### config.mk
export PLATFORM = sky130hd
export DESIGN_NAME = out_sample_fifo
export DESIGN_NICKNAME = d
export VERILOG_FILES = /design/src/rtl/out_sample_fifo.sv
export SDC_FILE = /design/constraint.sdc
export NUM_CORES = 1
export LEC_CHECK = 0
export BUFFER_PORTS_ARGS = -buffer_cell sky130_fd_sc_hd__buf_4
export CORE_UTILIZATION = 30
export CTS_BUF_LIST = sky130_fd_sc_hd__clkbuf_8
export DETAILED_ROUTE_END_ITERATION = 10
export SYNTH_ARGS = -nofsm -noshare
export SYNTH_HDL_FRONTEND = slang
export SYNTH_SLANG_ARGS = --single-unit
### constraint.sdc
create_clock -name clk -period 23.9 [get_ports clk]
set_input_delay 5.975 -clock clk [delete_from_list [all_inputs] [get_ports clk]]
set_output_delay 5.975 -clock clk [all_outputs]
set_load 0.02 [all_outputs]
### src/rtl/out_sample_fifo.sv
// out_sample_fifo: first-word-fall-through sample buffer with a ready/valid output and sticky overflow.
// Define OSF_DROP_CNT_EN to add the saturating drop counter and its drop_cnt port.
module out_sample_fifo #(
  parameter int WIDTH  = 14,
  parameter int ADDR_W = 4,
  parameter int CNT_W  = 8
) (
  input  logic              clk,
  input  logic              rst,
  input  logic [WIDTH-1:0]  in,
  input  logic              in_stb,
  input  logic              in_valid,
  output logic [WIDTH-1:0]  out_data,
  output logic              out_valid,
  input  logic              out_ready,
  output logic [ADDR_W:0]   level,
  output logic              overflow,
  input  logic              ovf_clr
`ifdef OSF_DROP_CNT_EN
  ,
  output logic [CNT_W-1:0]  drop_cnt
`endif
);
  localparam int DEPTH = 2 ** ADDR_W;
  logic [WIDTH-1:0] mem [DEPTH];
  logic [ADDR_W:0]  wr_ptr, rd_ptr;
  logic             full, push, pop, wr_en, drop;
  assign push      = in_stb & in_valid;
  assign out_valid = wr_ptr != rd_ptr;
  assign pop       = out_valid & out_ready;
  assign full      = (wr_ptr ^ rd_ptr) == {1'b1, {ADDR_W{1'b0}}};
  // a full fifo still accepts a push when the head leaves on the same edge
  assign wr_en     = push & (~full | pop);
  assign drop      = push & full & ~pop;
  assign out_data  = mem[rd_ptr[ADDR_W-1:0]];
  assign level     = wr_ptr - rd_ptr;
  always_ff @(posedge clk or posedge rst) begin
    if (rst) begin
      wr_ptr   <= '0;
      rd_ptr   <= '0;
      overflow <= 1'b0;
      for (int i = 0; i < DEPTH; i++) mem[i] <= '0;
    end else begin
      if (wr_en) begin
        mem[wr_ptr[ADDR_W-1:0]] <= in;
        wr_ptr <= wr_ptr + 1'b1;
      end
      if (pop) rd_ptr <= rd_ptr + 1'b1;
      overflow <= ovf_clr ? 1'b0 : (overflow | drop);
    end
  end
`ifdef OSF_DROP_CNT_EN
  always_ff @(posedge clk or posedge rst) begin
    if (rst) drop_cnt <= '0;
    else drop_cnt <= ovf_clr ? '0 : (drop && drop_cnt != '1) ? drop_cnt + 1'b1 : drop_cnt;
  end
`endif
endmodule

==> summary.md <==
| Metric | Value |
|---|---|
| Arr. time, crit path | roughly 3 ns |
| DR DRC count | 0 |
| ANT nets after route | 0 |
| Via/cell ratio | ~4.7 |
| Netlist cell types | 29 |
| Setup_tns | 0 ns |
| DR iter-0 viols | 428 |
| Register area share after synthesis | between 50% and 60% |
| Tcrit/Tclk final | a little under two fifths |
| First-pass GRT wire length | approximately 41 mm |
| Reg2reg setup slack | roughly 20 ns |
| Syn Area/Cell | 16.5 um^2 |
| Slew headroom | slightly below 30% |
| CP Max Fanout | 38 |
| Total CTS buffers | 39 |
| Worst-skew pair later-pin latency | approximately 0.53 ns |
| Port Buf Inserts | 40 |
| Total Routing Usage GR | 13.7% |
| Row cnt | 71 |
| Hold Path Class | reg2reg |
| Post-Synthesis Cells | roughly 700 |
| Hold EP | mem[210]$_DFFE_PP0P_ |
| Final worst path period need | ~9.0 ns |
| PD cells | 133 nW/um^2 |
| Final wirelength | between 20 and 30 mm |
| Slowest CP cell | dfrtp_4 |
| Core area | ~38000 um^2 |
| CP Data Required Time | 17.93 ns |
| Gpl congestion | approximately 0.7 |
| Io pins | between 40 and 50 |
| Initial core utilization | 30.5% |
| Grt total ovfl | 0 |
| Post-CTS resize count | 0 |
| RSZ-0062 raised after global routing | no |
| CTS Root Buffer Type | clkbuf_8 |
| Count leader, synth | dfrtp_1 |
| Largest net degree at the start of global routing | between 100 and 150 |
| Max VDD drop | between 0.1 and 0.15 mV |
| Vias in the first global route | around 6600 |
| RR Endpoint | mem[97]$_DFFE_PP0P_ |
| Share of the core filled with cells | 34.0% |
| Routed length per instance | slightly above 20 um |
| H-tree levels | 2 |
| CTS max path bufs | 3 |
| Total clock sinks | 235 |
| Fraction of layout cells with a size suffix above 1 | between 50% and 60% |
| Max stage delay on crit path | 0.71 ns |
| Vias | 6039 |
| Synth-to-layout area growth | 11.5% |
| Critical hold path startpoint | mem[210]$_DFFE_PP0P_ |
| Peak Freq | 111 MHz |
| CTS tree | yes |
| Warnings, synthesis | 0 |
| Top FF cell, synth | dfrtp_1 |
| Initial antenna violation count | 1 |
| First-pass iteration count of the detailed router | 4 |
| Leakage | roughly 5.9 nW |
| Total Nets Final | around 770 |
| Synth top area cells | dfrtp_1 (51%), mux2_4 (19%), mux4_2 (11%), mux2_2 (6.4%), buf_6 (3.1%) |
| Final hold vios | 0 |
| Clk_skew | 0.0163 ns |
| CP Class | reg2out |
| Most instantiated cells after synthesis | dfrtp_1 (235), mux2_4 (149), mux2_2 (65) |
| Startpoint Class | flip-flop |
| Die span in y | roughly 200 um |
| Final setup violation count | 0 |
| Cell mode on critical path | buf_4 |
| Synthesized Nets | 729 |
| Post-synth EDFFs | 0 |
| Reg2reg path depth | 8 |
| # Post-CTS Setup Buffers | 0 |
| Worst slew pin tran | 1.06 ns |
| Die footprint | 39200 um^2 |
| HPWL Detailed | 14.8 mm |
| Worst path cell trace | buf_4, mux4_2, a22oi_1, nand2_1, buf_4 |
| Share of the synthesized area in the top cell type | between 50% and 60% |
| Synth area leader | dfrtp_1 |
| Clk slew on worst S/H paths | 0.06 ns |
| Worst Hold Path Cells | 1 |
| Delay-heaviest family, CP | buffers and inverters |
| CTS Hold Bufs | 0 |
| Synthesized cell area | 11500 um^2 |
| Ys async rst share | 100% |
| Bufs and invs on worst path | 2 |
| Kind of end point of the critical path | output pin |
| Worst R2R Start | rd_ptr[2]$_DFFE_PP0P_ |
| Synth Register Bits | 235 |
| Slew Viols, Final | 0 |
| Status | complete, no violations |
| Die W | between 150 and 200 um |
| Max-Cap Viols | 0 |
[flip-flops by register name (all words and copies together), names as in the netlist]
register	cells
mem	224
overflow	1
rd_ptr	5
wr_ptr	5
[where the power goes]
part / switching [mW] / internal, mW
sequential: 0.105 / 0.567
combinational: 0.299 / 0.420
clock: 0.155 / 0.169
total: 0.558 / 1.16
[how the worst max path moves through the flow]
stage                                     start            endpoint  slack [ns]  depth (start not counted)
after floorplan                             rst  mem[0]$_DFFE_PP0P_       11.48                          1
after global placement    rd_ptr[0]$_DFFE_PP0P_        out_data[13]       15.37                          5
after detailed placement  rd_ptr[0]$_DFFE_PP0P_        out_data[13]       15.34                          5
after CTS                 rd_ptr[0]$_DFFE_PP0P_        out_data[13]       14.77                          5
after global routing      rd_ptr[0]$_DFFE_PP0P_         out_data[0]       14.68                          5
final                     rd_ptr[0]$_DFFE_PP0P_         out_data[4]       14.90                          5
[cell families (layout without fill, tap and decap cells)]
logic type	count (synthesis)	in the layout	share of synthesized area (%)
XOR/XNOR	12	12	0.912
other	0	1	0
adder cells (fa/ha/maj)	10	10	1.15
AO/OA/AOI/OAI	37	37	2.43
buffers and inverters	75	137	4.60
AND/OR/NAND/NOR	50	50	2.18
flip-flops	235	235	51.0
multiplexers	280	280	37.7
[routing by layer]
metal  track usage [%]  vias to the layer above  share of wire [%]  wire length, um
li1                  -                     2646                  -                -
met1              19.9                     3231                 49            12700
met2              20.7                      119                 45            11700
met3              2.69                       43                4.0             1030
met4              3.70                        0                1.8              476
met5                 0                        -                  0                0
[worst register-to-register path, delay by kind of cell, from the launching register on]
family | cells | cell delay (ns)
AOI/OAI and AO/OA | 1 | 0.32
DFF | 1 | 0.33
and+or+nand+nor | 2 | 0.80
adders and majority gates | 1 | 0.39
buffers and inverters | 3 | 1.26
muxes | 1 | 0.36
[metrics by stage]
| step | worst slack (ns) | std cells | hold slack, ns | instance area, um^2 | power (mW) |
|---|---|---|---|---|---|
| 6_report | 14.90 | 1273 | 0.484 | 12800 | 1.71 |
| 5_1_grt | 14.68 | 1272 | 0.508 | 12800 | 1.82 |
| 4_1_cts | 14.77 | 1272 | 0.488 | 12800 | 1.74 |
| 3_5_place_dp | 15.34 | 1208 | 0.472 | 12200 | 1.40 |
| 3_3_place_gp | 15.37 | 1208 | 0.468 | 12200 | 1.39 |
| 2_1_floorplan | 11.48 | 699 | 0.453 | 11500 | 1.20 |
[cell usage in the layout (no fill, tap or decap), types with 4 or more instances in the layout]
cell      Yosys  layout
nor2_1        6       6
clkbuf_8      0      45
nand4_1       4       4
nand2_1      19      19
mux2_1       10      10
mux4_2       56      56
a22oi_1      28      28
xnor2_1      10      10
ha_1          9       9
inv_1        10      27
buf_4         0      63
and3_1       16      16
dfrtp_1     235     233
mux2_2       65      65
mux2_4      149     149
[area by class of cell]
cell class | instances | area (um^2)
diodes | 1 | 2.50
clock buffers | 45 | 619
clock inverters | 19 | 72.6
fillers | 3652 | 24900
inverters | 10 | 45.0
multi-input cells | 389 | 5110
flip-flops and latches | 235 | 5890
well taps | 511 | 639
repair buffers | 63 | 473
(Power assumes the default switching activity.)
